### config.mk
export PLATFORM = sky130hd
export DESIGN_NAME = wait2_sched
export DESIGN_NICKNAME = d
export VERILOG_FILES = /design/src/rtl/wait2_sched.sv
export SDC_FILE = /design/constraint.sdc
export NUM_CORES = 1
export LEC_CHECK = 0
export CAP_MARGIN = 40
export CORE_ASPECT_RATIO = 1.25
export CORE_MARGIN = 2
export CORE_UTILIZATION = 56
export CTS_BUF_LIST = sky130_fd_sc_hd__clkbuf_2 sky130_fd_sc_hd__clkbuf_4 sky130_fd_sc_hd__clkbuf_8
export CTS_CLUSTER_DIAMETER = 100
export CTS_CLUSTER_SIZE = 12
export DETAILED_ROUTE_END_ITERATION = 10
export MAX_ROUTING_LAYER = met4
export PLACE_DENSITY = 0.86
export SYNTH_ARGS = -nofsm -noshare
export SYNTH_HDL_FRONTEND = slang
export SYNTH_SLANG_ARGS = --single-unit
### constraint.sdc
create_clock -name clk -period 2.9 [get_ports clk]
set_input_delay 0.87 -clock clk [delete_from_list [all_inputs] [get_ports clk]]
set_output_delay 0.87 -clock clk [all_outputs]
set_load 0.01 [all_outputs]
### src/rtl/wait2_sched.sv
// wait2_sched: round-robin scheduler that shares a single WAIT/WAIT0 wait element
// among N requesters through a four-phase ctrl/san handshake.
//
// Ports:
//   clk   - rising-edge clock, single domain
//   rst   - synchronous active-high reset
//   req   - per-requester wait request (level, held until that requester's done)
//   lvl   - per-requester target level for the wait element (stable while req high)
//   gnt   - one-hot grant, zero when idle
//   done  - one-cycle completion pulse for the granted requester
//   err   - qualifies done: 1 when the handshake timed out
//   sel   - level select to the wait element
//   ctrl  - four-phase request to the wait element
//   san   - asynchronous acknowledge from the wait element
module wait2_sched #(
  parameter int unsigned N       = 4,
  parameter int unsigned TMO_W   = 16,
  parameter int unsigned TMO_CYC = 1000
) (
  input  logic         clk,
  input  logic         rst,
  input  logic [N-1:0] req,
  input  logic [N-1:0] lvl,
  output logic [N-1:0] gnt,
  output logic         done,
  output logic         err,
  output logic         sel,
  output logic         ctrl,
  input  logic         san
);

  localparam int unsigned PW = (N > 1) ? $clog2(N) : 1;

  localparam logic [2:0] S_IDLE  = 3'd0;
  localparam logic [2:0] S_SETUP = 3'd1;
  localparam logic [2:0] S_REQ   = 3'd2;
  localparam logic [2:0] S_REL   = 3'd3;
  localparam logic [2:0] S_DONE  = 3'd4;

  logic [2:0]       state_q, state_d;
  logic [N-1:0]     gnt_q, gnt_d;
  logic             sel_q, sel_d;
  logic [PW-1:0]    win_q, win_d;
  logic [PW-1:0]    ptr_q, ptr_d;
  logic [TMO_W-1:0] cnt_q, cnt_d;
  logic             err_flag_q, err_flag_d;
  logic             san_m_q, san_m_d;
  logic             san_s_q, san_s_d;
  logic [1:0]       vld_q, vld_d;

  logic             found;
  logic [PW-1:0]    win_idx;
  logic             san_idle_ok;

  // Round-robin pick: first set req bit at or after ptr, wrapping modulo N.
  always_comb begin
    int unsigned idx;
    logic [PW-1:0] idx_l;
    found   = 1'b0;
    win_idx = '0;
    for (int unsigned k = 0; k < N; k++) begin
      idx   = (int'(ptr_q) + k) % N;
      idx_l = PW'(idx);
      if (!found && req[idx_l]) begin
        found   = 1'b1;
        win_idx = idx_l;
      end
    end
  end

  // vld tracks how many synchronizer stages hold real samples since reset.
  // Reset zeroes san_s, so a 0 there only means "released" once the pipeline
  // has refilled; this keeps a reset mid-handshake from starting a new one
  // while the wait element is still acknowledging the old one.
  assign san_idle_ok = vld_q[1] && !san_s_q;

  always_comb begin
    state_d    = state_q;
    gnt_d      = gnt_q;
    sel_d      = sel_q;
    win_d      = win_q;
    ptr_d      = ptr_q;
    cnt_d      = cnt_q;
    err_flag_d = err_flag_q;
    san_m_d    = san;
    san_s_d    = san_m_q;
    vld_d      = {vld_q[0], 1'b1};

    case (state_q)
      S_IDLE: begin
        if (found && san_idle_ok) begin
          state_d    = S_SETUP;
          gnt_d      = '0;
          gnt_d[win_idx] = 1'b1;
          sel_d      = lvl[win_idx];
          win_d      = win_idx;
          err_flag_d = 1'b0;
        end
      end
      S_SETUP: begin
        state_d = S_REQ;
        cnt_d   = '0;
      end
      S_REQ: begin
        if (san_s_q) begin
          state_d = S_REL;
        end else if (cnt_q == TMO_W'(TMO_CYC - 1)) begin
          state_d    = S_REL;
          err_flag_d = 1'b1;
        end else begin
          cnt_d = cnt_q + 1'b1;
        end
      end
      S_REL: begin
        if (!san_s_q) state_d = S_DONE;
      end
      S_DONE: begin
        state_d = S_IDLE;
        gnt_d   = '0;
        sel_d   = 1'b0;
        ptr_d   = (win_q == PW'(N - 1)) ? '0 : win_q + 1'b1;
      end
      default: begin
        state_d = S_IDLE;
        gnt_d   = '0;
        sel_d   = 1'b0;
      end
    endcase
  end

  always_ff @(posedge clk) begin
    if (rst) begin
      state_q    <= S_IDLE;
      gnt_q      <= '0;
      sel_q      <= 1'b0;
      win_q      <= '0;
      ptr_q      <= '0;
      cnt_q      <= '0;
      err_flag_q <= 1'b0;
      san_m_q    <= 1'b0;
      san_s_q    <= 1'b0;
      vld_q      <= '0;
    end else begin
      state_q    <= state_d;
      gnt_q      <= gnt_d;
      sel_q      <= sel_d;
      win_q      <= win_d;
      ptr_q      <= ptr_d;
      cnt_q      <= cnt_d;
      err_flag_q <= err_flag_d;
      san_m_q    <= san_m_d;
      san_s_q    <= san_s_d;
      vld_q      <= vld_d;
    end
  end

  // ctrl/done decode straight from state so reset drops ctrl on the same edge.
  assign gnt  = gnt_q;
  assign sel  = sel_q;
  assign ctrl = (state_q == S_REQ);
  assign done = (state_q == S_DONE);
  assign err  = (state_q == S_DONE) && err_flag_q;

endmodule

## After elaboration in Yosys (flattened, before gate mapping)

Cells that the tools add are included.

| cells by class | value |
|---|---|
| add/sub/neg operators | 5 |
| order comparisons | 6 |
| equal/unequal tests | 12 |
| muxes and demuxes | 38 |
| bitwise gates (word level) | 1 |
| reductions and logical operators | 20 |

Operator list:

| cell | number |
|---|---|
| 16-bit 2-to-1 mux | 2 |
| 16-bit case mux with 2 select lines | 1 |
| 16-bit by 1-bit adder with 16-bit output (second input constant) | 1 |
| 16-bit by 10-bit equality test with 1-bit output (second input constant) | 1 |
| 2-bit by 3-bit less-than comparator with 1-bit output (second input constant) | 5 |
| 1-bit 2-to-1 mux | 15 |
| 3-bit 2-to-1 mux | 4 |
| 3-bit case mux with 4 select lines | 1 |
| 1-bit binary-select mux with 2-bit select | 5 |
| 2-bit 2-to-1 mux | 5 |
| 2-bit inequality test (second input constant) | 4 |
| 4-bit case mux with 2 select lines | 1 |
| 1-bit logical AND | 7 |
| 3-bit by 2-bit equality test with 1-bit output (second input constant) | 2 |
| 3-bit AND reduction | 2 |
| 2-bit by 1-bit adder with 2-bit output (second input constant) | 2 |
| 2-bit adder (second input constant) | 2 |
| 1-bit logical NOT | 4 |
| 4-bit 2-to-1 mux | 1 |
| 1-bit case mux with 2 select lines | 2 |
| 2-bit AND reduction | 2 |
| 4-bit AND reduction | 1 |
| 2-bit nonzero test | 2 |
| 3-bit by 1-bit equality test with 1-bit output (second input constant) | 1 |
| other kinds (9) | 9 |

| storage, ports and cells | value |
|---|---|
| bits in registers | 33 |
| bits of input ports | 11 |
| output and inout bits | 8 |
| word-level logic and storage cells | 93 |

## Depth between registers and ports, before layout

Gate-level depths: netlist of run 1.

| logic depth | value |
|---|---|
| depth in word-level cells | 18 |
| mapped depth | 8 |

## Worst setup path after synthesis of run 1

OpenSTA, ideal clock, no wires.

| timing | value |
|---|---|
| path kind | input-to-reg |
| from | input port req[2] |
| to | register sel_q, in the netlist sel |
| setup time | 0.132 ns |
| data arrival time | 2.166 ns |
| data required time | 2.768 ns |
| setup slack | 0.602 ns |
| stages | 6 |
| path buffers | 0 |
| path through | inv_1 o22ai_1 a211oi_1 mux2_2 o211ai_1 a21oi_1 |

| on the way | value |
|---|---|
| longest elaborated chain between the ends | 16 |
| elaborated cells on any way between the ends | 29 |

Ends and longest elaborated chain:

| what | line | text |
|---|---|---|
| start, declared | 22 | `input logic [N-1:0] req,` |
| 1-bit binary-select mux with 2-bit select | 64 | `if (!found && req[idx_l]) begin` |
| 1-bit 2-to-1 mux (implied by the code) | 64 |  |
| 1-bit 2-to-1 mux | 64 |  |
| 1-bit logical NOT | 64 |  |
| 1-bit logical AND | 64 |  |
| 1-bit 2-to-1 mux | 64 |  |
| 1-bit logical NOT | 64 |  |
| 1-bit logical AND | 64 |  |
| 1-bit 2-to-1 mux | 64 |  |
| 1-bit logical NOT | 64 |  |
| 1-bit logical AND | 64 |  |
| 2-bit 2-to-1 mux | 64 |  |
| 1-bit binary-select mux with 2-bit select | 95 | `sel_d = lvl[win_idx];` |
| 1-bit 2-to-1 mux (implied by the code) | 95 |  |
| 1-bit 2-to-1 mux | 91 | `if (found && san_idle_ok) begin` |
| 1-bit case mux with 2 select lines | 89 | `case (state_q)` |
| end signal, assigned | 146 | `sel_q <= sel_d;` |
| end, declared | 42 | `logic sel_q, sel_d;` |

Several ways; a longest one is shown, not always the timed one. The select of a mux whose other input is x is not followed.
A chain may end at the register's enable or synchronous reset.

## Final worst setup path of run 1

| timing | value |
|---|---|
| from | register state_q[2] |
| to | output port ctrl |

| on the way | value |
|---|---|
| longest elaborated chain between the ends | 1 |

Ends and longest elaborated chain:

| what | line | text |
|---|---|---|
| start, declared | 40 | `logic [2:0] state_q, state_d;` |
| start signal, assigned | 144 | `state_q <= state_d;` |
| 3-bit by 2-bit equality test with 1-bit output | 160 | `assign ctrl = (state_q == S_REQ);` |
| end, declared | 28 | `output logic ctrl,` |

No other way between the ends.

==> impl_metrics.yaml, run 1 <==
clock_network:
  cts_root_buf: "clkbuf_4"
  hold_buffers: 0
  clk_pin_slew_worst_paths_ns: 0.10
  post_cts_buffers: 0
  insertion_delay_ns: 0.33
  cts_resized: 0
  cts_tree: "done"
  htreeDepth: 2
  clock-sinks: 33
  clock_tree.buffer_depth: 2
  numCtsBuffers: 5
synthesis:
  synth_top_area_cell: "dfxtp_1"
  syn-num-nets: 187
  async_flop_share_pct: 0
  postSynthAreaPerCell_um2: 8.72
  syn_inst: 174
  ys_ff_latch: 33
  synth-main-ff-cell: "dfxtp_1"
  yosysWarnings: 0
  synth_top_area_share_pct: 43.5
  synth-edff-count: 0
  ys_top_cells_by_count: "dfxtp_1 (33), nor2_1 (27), inv_1 (10), nand3_1 (10)"
  ys_seq_area_share_pct: 43.5
  synthTopCellsByArea: "dfxtp_1 (44%), nor2_1 (6.7%), xor2_1 (4.0%)"
  synth_cell_types: 42
  synth_area_mm2: 0.00152
  synth.most_common_cell: "dfxtp_1"
timing:
  rsz0062_at_grt: "no"
  period_share_pct: 91.2
  fmax_mhz: 378
  hold_slack_ns: 0.454
  timing.setup.tns_ns: 0
  slew_headroom_pct: 67.1
  period_needed_ns: 2.64
  setup_viol: 0
  fin_skew_ns: 0.00810
  tightestPinTransition_ns: 0.492
  hold_violations: 0
  drv_slew: 0
flow_run:
  maxCapViolations: 0
setup_path:
  path_class: "reg -> out"
  critPathMaxFanout: 11
  cp.arrival_ns: 1.77
  slowest_delay_ns: 0.55
  endpoint_kind: "output port"
  cp-start-kind: "flip-flop"
  crit_chain: "inv_1 > and3_1 > clkdlybuf4s50_1"
  cp_top_family: "buffers and inverters"
  slowest_stage: "dfxtp_1"
  required_ns: 2.03
  critPathBufInv: 2
floorplan:
  fp.dieH_um: 62.2
  initial_core_util_pct: 57.8
  die_area_mm2: 0.00315
  rows: 21
  core_mm2: 0.00263
  io_pins: 19
  die_w_um: 50.6
global_routing:
  antenna_found_initial: 0
  overflow: 0
  grt_max_degree: 18
  grt_pass1_vias: 1304
  grt_usage_pct: 22.8
  grt_pass1_wl_um: 5380
placed_design:
  placedCellCount: 223
  gp_congestion: 0.768
  dp_hpwl_um: 2360
  io_buffers: 18
routing:
  firstDrtPassIters: 4
  ant_nets: 0
  wirelength_um: 3200
  route.detailed.drc: 0
  vias: 1306
  first_iter_violations: 32
  wl_per_cell_um: 13.9
  vias_per_cell: 5.65
cells_and_area:
  drive_gt1_share_pct: 10.2
  fillCellCount: 229
  antenna_cells: 0
  nets: 209
  multi_input_area_um2: 792
  fin_cells: 231
  area_growth_pct: 20.2
  regArea_um2: 661
power_and_ir_drop:
  p_per_area_mw_per_mm2: 511
  power_uw: 932
  peakVddDrop_mv: 0.645
  cellLeakagePower_uw: 0.000697
outcome:
  status: "finished clean"
hold_path:
  hold_class: "reg -> reg"
## worst register-to-register path, stage by stage (launching register included)
cell     delay [ns]
dfxtp_1        0.45
or3b_1         0.41
a211o_1        0.34
nor2_2         0.17
and3_1         0.18
mux2_2         0.32
## layout make-up
type | count | share of cell area, %
Multi-Input combinational cell | 125 | 43.4
Sequential cell | 33 | 36.2
Timing Repair Buffer | 21 | 11.1
Clock buffer | 7 | 3.22
Tap cell | 34 | 2.33
Inverter | 10 | 2.06
Clock inverter | 1 | 1.65
## through the flow
stage	utilization [%]	worst slack [ns]	area, µm²
floorplan	-	0.602	1520
global placement	66.0	0.306	1740
detailed placement	66.0	0.269	1740
CTS	69.4	0.243	1820
global route	69.4	0.139	1820
finish	69.4	0.256	1820
## path summary, 6_finish.rpt
| kind | start | to | slack (ns) | depth (start not counted) |
|---|---|---|---|---|
| worst min register to register | san_m_q | san_s_q | 0.45 | 1 |
| worst max-delay path | state_q[2] | ctrl | 0.26 | 3 |
| worst min-delay path | san_m_q | san_s_q | 0.45 | 1 |
| worst max register to register | state_q[1] | cnt_q[13] | 0.92 | 5 |
## kinds of logic (layout without fill, tap and decap cells)
| family | Yosys count | after routing | share of synthesized area, % |
|---|---|---|---|
| AND/OR/NAND/NOR | 81 | 81 | 28.7 |
| flip-flops | 33 | 33 | 43.5 |
| AO/OA/AOI/OAI | 25 | 25 | 11.5 |
| buffers and inverters | 16 | 39 | 4.29 |
| XOR/XNOR | 13 | 13 | 7.50 |
| multiplexers | 4 | 4 | 2.80 |
| adder cells (fa/ha/maj) | 2 | 2 | 1.65 |
## placed cells by master (no fill, tap or decap), types with 2 or more instances in the layout
cell	instances
a31oi_1	2
a21oi_2	2
nor2b_1	4
mux2i_1	2
nand2b_1	3
inv_1	10
a32oi_1	2
xor2_1	7
nor3_1	4
mux2_2	2
a21oi_1	8
ha_1	2
dfxtp_1	33
a22oi_1	2
nand2_1	8
nor3b_2	2
and4_1	4
and3_1	7
nand3_1	10
buf_4	3
clkdlybuf4s50_1	18
nor4_1	3
clkbuf_4	6
nand4_1	2
nor2_1	27
xnor2_1	6
## layer usage
| layer | part of all wire, % | vias up | track usage (%) |
|---|---|---|---|
| met3 | 3.4 | 10 | 6.01 |
| li1 | - | 654 | - |
| met4 | 2.8 | 0 | 11.8 |
| met1 | 40 | 618 | 21.6 |
| met2 | 54 | 24 | 41.0 |
| met5 | 0 | - | - |
## power by group
group          internal (µW)  switching (µW)
Clock                    215             151
Combinational           45.3            47.4
Sequential               463            9.81
Total                    724             208
## state kept, by name (all words and copies together) (netlist names)
name,cells
sel,1
state_q,3
err_flag_q,1
san_m_q,1
ptr_q,2
win_q,2
san_s_q,1
cnt_q,16
vld_q,2
gnt,4
(Power assumes the default switching activity.)
==> run 2, diff against run 1 <==
==> constraint.sdc (replaced) <==
create_clock -name clk -period 2.9 [get_ports clk]
set_input_delay 0.29 -clock clk [delete_from_list [all_inputs] [get_ports clk]]
set_output_delay 0.29 -clock clk [all_outputs]
set_load 0.01 [all_outputs]
==> run 2 against run 1 <==
Clock skew decreased by 0.0013 ns. Die area unchanged. Cell count unchanged. Wire length decreased by 5.4%. Power increased by 0.20%. Sequential power about the same. Via count decreased by 2.0%. Non-clock buffer count unchanged. Cell area unchanged. Critical endpoint unchanged.
==> impl_metrics.yaml, run 2 (synthesis results as in run 1) <==
hold_path:
  hold_class: "reg -> reg"
  hold_path_depth: 1
floorplan:
  die_area_mm2: 0.00315
  io_pins: 19
  die_w_um: 50.6
  initial_core_util_pct: 57.8
  rows: 21
  core_mm2: 0.00263
  fp.dieH_um: 62.2
routing:
  route.detailed.drc: 0
  wirelength_um: 3030
  vias: 1280
  wl_per_cell_um: 13.1
  firstDrtPassIters: 4
  vias_per_cell: 5.54
  first_iter_violations: 37
  ant_nets: 0
global_routing:
  grt_pass1_wl_um: 5290
  grt_max_degree: 19
  grt_pass1_vias: 1287
  grt_usage_pct: 22.6
  antenna_found_initial: 0
  overflow: 0
cells_and_area:
  largest-register: "cnt_q"
  drive_gt1_share_pct: 10.2
  antenna_cells: 0
  final_common_cell: "dfxtp_1"
  fillCellCount: 223
  largest_reg_flops: 16
  area_growth_pct: 20.2
  final_cell_mix: "dfxtp_1 (33), nor2_1 (27), clkdlybuf4s50_1 (18), inv_1 (10), nand3_1 (10)"
  fin_area_mm2: 0.00182
  nets: 209
timing:
  hold_violations: 0
  setup_viol: 0
  rsz0062_at_grt: "no"
  fmax_mhz: 485
  timing.setup.tns_ns: 0
  drv_slew: 0
  fin_skew_ns: 0.00679
  period_share_pct: 71.1
  slew_headroom_pct: 69.9
  period_needed_ns: 2.06
  tightestPinTransition_ns: 0.450
flow_run:
  maxCapViolations: 0
outcome:
  status: "finished clean"
setup_path:
  critPathMaxFanout: 11
  slowest_stage: "dfxtp_1"
  cp.arrival_ns: 1.77
  endpoint_kind: "output port"
  path_class: "reg -> out"
  cp-start-kind: "flip-flop"
  slowest_delay_ns: 0.57
  reg2reg_depth: 5
  crit_chain: "inv_1 > and3_1 > clkdlybuf4s50_1"
  required_ns: 2.61
placed_design:
  dp_hpwl_um: 2210
  io_buffers: 18
  gp_congestion: 0.820
  place_area_mm2: 0.00174
power_and_ir_drop:
  cellLeakagePower_uw: 0.000697
  peakVddDrop_mv: 0.436
  p_per_area_mw_per_mm2: 512
clock_network:
  clock-sinks: 33
  cts_root_buf: "clkbuf_4"
  cts_tree: "done"
  clk_pin_slew_worst_paths_ns: 0.10
  insertion_delay_ns: 0.34
  hold_buffers: 0
  numCtsBuffers: 5
  post_cts_buffers: 0
  cts_resized: 0
  clock_tree.buffer_depth: 2
  htreeDepth: 2
-- run 2: cell counts in the layout (fill, tap and decap cells not counted) --
No cell type changed its count.
-- run 2: layer usage --
metal	GRT usage (%)	wire [µm]
met1	21.9	1280
met2	40.1	1590
met3	6.97	104
met4	10.1	58
met5	-	0
-- run 2: worst paths after layout --
path	to	slack, ns	startpoint
min	vld_q[1]	0.46	vld_q[0]
max	ctrl	0.84	state_q[2]
min reg2reg	vld_q[1]	0.46	vld_q[0]
max reg2reg	cnt_q[13]	0.89	state_q[1]
-- run 2: worst max-delay path: cells and delay by family, from the launching register on --
| family | cells | cell delay (ns) |
|---|---|---|
| simple gates | 1 | 0.25 |
| flops | 1 | 0.57 |
| buf+inv | 2 | 0.61 |
-- run 2: through the flow --
stage | util [%] | std cells | total power (µW) | hold WS, ns | worst slack (ns)
final | 69.4 | 231 | 934 | 0.462 | 0.839
after global routing | 69.4 | 231 | 975 | 0.483 | 0.702
after CTS | 69.4 | 231 | 943 | 0.459 | 0.828
after detailed placement | 66.0 | 223 | 574 | 0.427 | 0.784
after global placement | 66.0 | 223 | 570 | 0.427 | 0.870
after floorplan | - | 174 | 536 | 0.414 | 1.06
-- run 2: area by class of cell --
class / count / area (µm²) / area share [%]
Tap cell: 34 / 42.5 / 2.33
Clock buffer: 7 / 58.8 / 3.22
Timing Repair Buffer: 21 / 203 / 11.1
Clock inverter: 1 / 30.0 / 1.65
Sequential cell: 33 / 661 / 36.2
Multi-Input combinational cell: 125 / 792 / 43.4
Inverter: 10 / 37.5 / 2.06
-- run 2: where the power goes --
| group | leakage (µW) | total [µW] | internal, µW | switching [µW] |
|---|---|---|---|---|
| clock network | 0.0000489 | 370 | 215 | 155 |
| logic | 0.000381 | 91.0 | 45.1 | 45.9 |
| registers | 0.000268 | 473 | 463 | 9.32 |
==> run 3, diff against run 2 <==
clock period = 1.9 ns   (was 2.9 ns; I/O delays follow)
==> run 3 against run 2 <==
Global-route usage rose by 0.34 points. Register-to-register slack got worse by 0.79 ns. Wire length increased by 3.5%. Setup slack got worse by 0.77 ns. First-iteration DRC count shrank 35%. Combinational power rose by 80%. Sequential power up 52%. Non-clock buffer count increased by 9. Hold slack got worse by 0.069 ns. Largest cell class unchanged.
==> impl_metrics.yaml, run 3 (synthesis results as in run 1) <==
placed_design:
  place_area_mm2: 0.00179
  io_buffers: 18
  gp_congestion: 0.752
  dp_hpwl_um: 2380
timing:
  setup_viol: 0
  period_share_pct: 96.2
  drv_slew: 0
  fmax_mhz: 547
  slew_headroom_pct: 74.2
  fin_skew_ns: 0.00935
  hold_violations: 0
  hold_slack_ns: 0.393
  tightestPinTransition_ns: 0.384
  period_needed_ns: 1.83
floorplan:
  die_area_mm2: 0.00315
  fp.dieH_um: 62.2
  core_mm2: 0.00263
  die_w_um: 50.6
  rows: 21
  io_pins: 19
  initial_core_util_pct: 57.8
setup_path:
  critPathBufInv: 3
  reg2reg_depth: 6
  slowest_delay_ns: 0.53
  r2r_end: "cnt_q[14]"
  reg2reg_slack_ns: 0.10
  required_ns: 1.71
  rr_startpoint: "san_s_q"
  crit_chain: "buf_4 > nor2_4 > nand2_2 > inv_1 > clkdlybuf4s50_1"
  slowest_stage: "clkdlybuf4s50_1"
  cp.arrival_ns: 1.64
  cp_top_family: "buffers and inverters"
  path_class: "reg -> out"
  endpoint_kind: "output port"
  critPathMaxFanout: 6
  cp-start-kind: "flip-flop"
global_routing:
  grt_max_degree: 18
  overflow: 0
  grt_usage_pct: 22.9
  grt_pass1_vias: 1349
  antenna_found_initial: 0
  grt_pass1_wl_um: 5390
clock_network:
  insertion_delay_ns: 0.34
  htreeDepth: 2
  hold_buffers: 0
  numCtsBuffers: 5
  clock_tree.buffer_depth: 2
  cts_tree: "done"
  cts_root_buf: "clkbuf_4"
  clock-sinks: 33
  clk_pin_slew_worst_paths_ns: 0.10
power_and_ir_drop:
  cellLeakagePower_uw: 0.000756
  p_per_area_mw_per_mm2: 685
  peakVddDrop_mv: 0.702
hold_path:
  min_from: "rst"
  hold_path_depth: 2
  hold_end: "vld_q[0]"
  hold_class: "in -> reg"
routing:
  vias: 1333
  firstDrtPassIters: 4
  vias_per_cell: 5.55
  wirelength_um: 3140
  first_iter_violations: 24
  route.detailed.drc: 0
  ant_nets: 0
  wl_per_cell_um: 13.1
cells_and_area:
  fin_area_mm2: 0.00189
  final_cell_mix: "dfxtp_1 (31), nor2_1 (26), clkdlybuf4s50_1 (17), buf_4 (12)"
  antenna_cells: 0
  area_growth_pct: 24.4
  final_util_pct: 71.9
  largest_reg_flops: 16
  largest-register: "cnt_q"
  nets: 218
  final_common_cell: "dfxtp_1"
  drive_gt1_share_pct: 17.5
flow_run:
  maxCapViolations: 0
outcome:
  status: "finished clean"
[run 3: cell types whose count changed in the layout (fill, tap and decap cells not counted), sizes merged]
cell / previous run / this run
dlymetal6s2s: 0 / 1
clkbuf: 7 / 8
bufinv: 1 / 0
buf: 3 / 12
clkdlybuf4s50: 18 / 17
[run 3: final cells by class]
cell class,count,area (µm²)
clock buffer,8,60.1
timing repair buffer,30,273
multi-input combinational,125,812
tap,34,42.5
inverter,10,37.5
fill,209,739
sequential,33,663
[run 3: where the power goes]
group | switching (µW) | internal, µW | total, µW
Sequential | 9.17 | 707 | 717
Combinational | 81.4 | 82.5 | 164
Clock | 224 | 190 | 414
Total | 314 | 980 | 1290
[run 3: repair_timing]
item	CTS	global route
endpoints found under the setup margin	3	5
cloned	0	0
pin swaps	0	2
buffers inserted	0	2
resized for setup	4	6
[run 3: worst max path at each step]
stage               depth (start not counted)  slack [ns]         to        from
CTS                                         4        0.02       ctrl  state_q[0]
detailed placement                          7      -0.009        sel      req[1]
global placement                            7        0.03        sel      req[1]
global route                                6       -0.02  cnt_q[14]     san_s_q
finish                                      5        0.07       done  state_q[0]
floorplan                                   5        0.06  cnt_q[13]  state_q[1]
[run 3: per-layer routing]
layer | routed length, µm | part of all wire [%] | vias up | global-route usage [%]
li1 | - | - | 666 | -
met1 | 1240 | 40 | 631 | 22.0
met2 | 1690 | 54 | 30 | 41.4
met3 | 138 | 4.4 | 6 | 6.49
met4 | 65 | 2.1 | 0 | 10.1
met5 | 0 | 0 | - | -
[run 3: stage by stage]
| stage | power (µW) | setup TNS (ns) | worst slack, ns | cells |
|---|---|---|---|---|
| 4_1_cts | 1300 | 0 | 0.0154 | 238 |
| 3_3_place_gp | 884 | 0 | 0.0277 | 230 |
| 2_1_floorplan | 818 | 0 | 0.0586 | 174 |
| 6_report | 1290 | 0 | 0.0729 | 240 |
| 5_1_grt | 1350 | -0.0299 | -0.0177 | 240 |
| 3_5_place_dp | 890 | -0.00911 | -0.00911 | 230 |
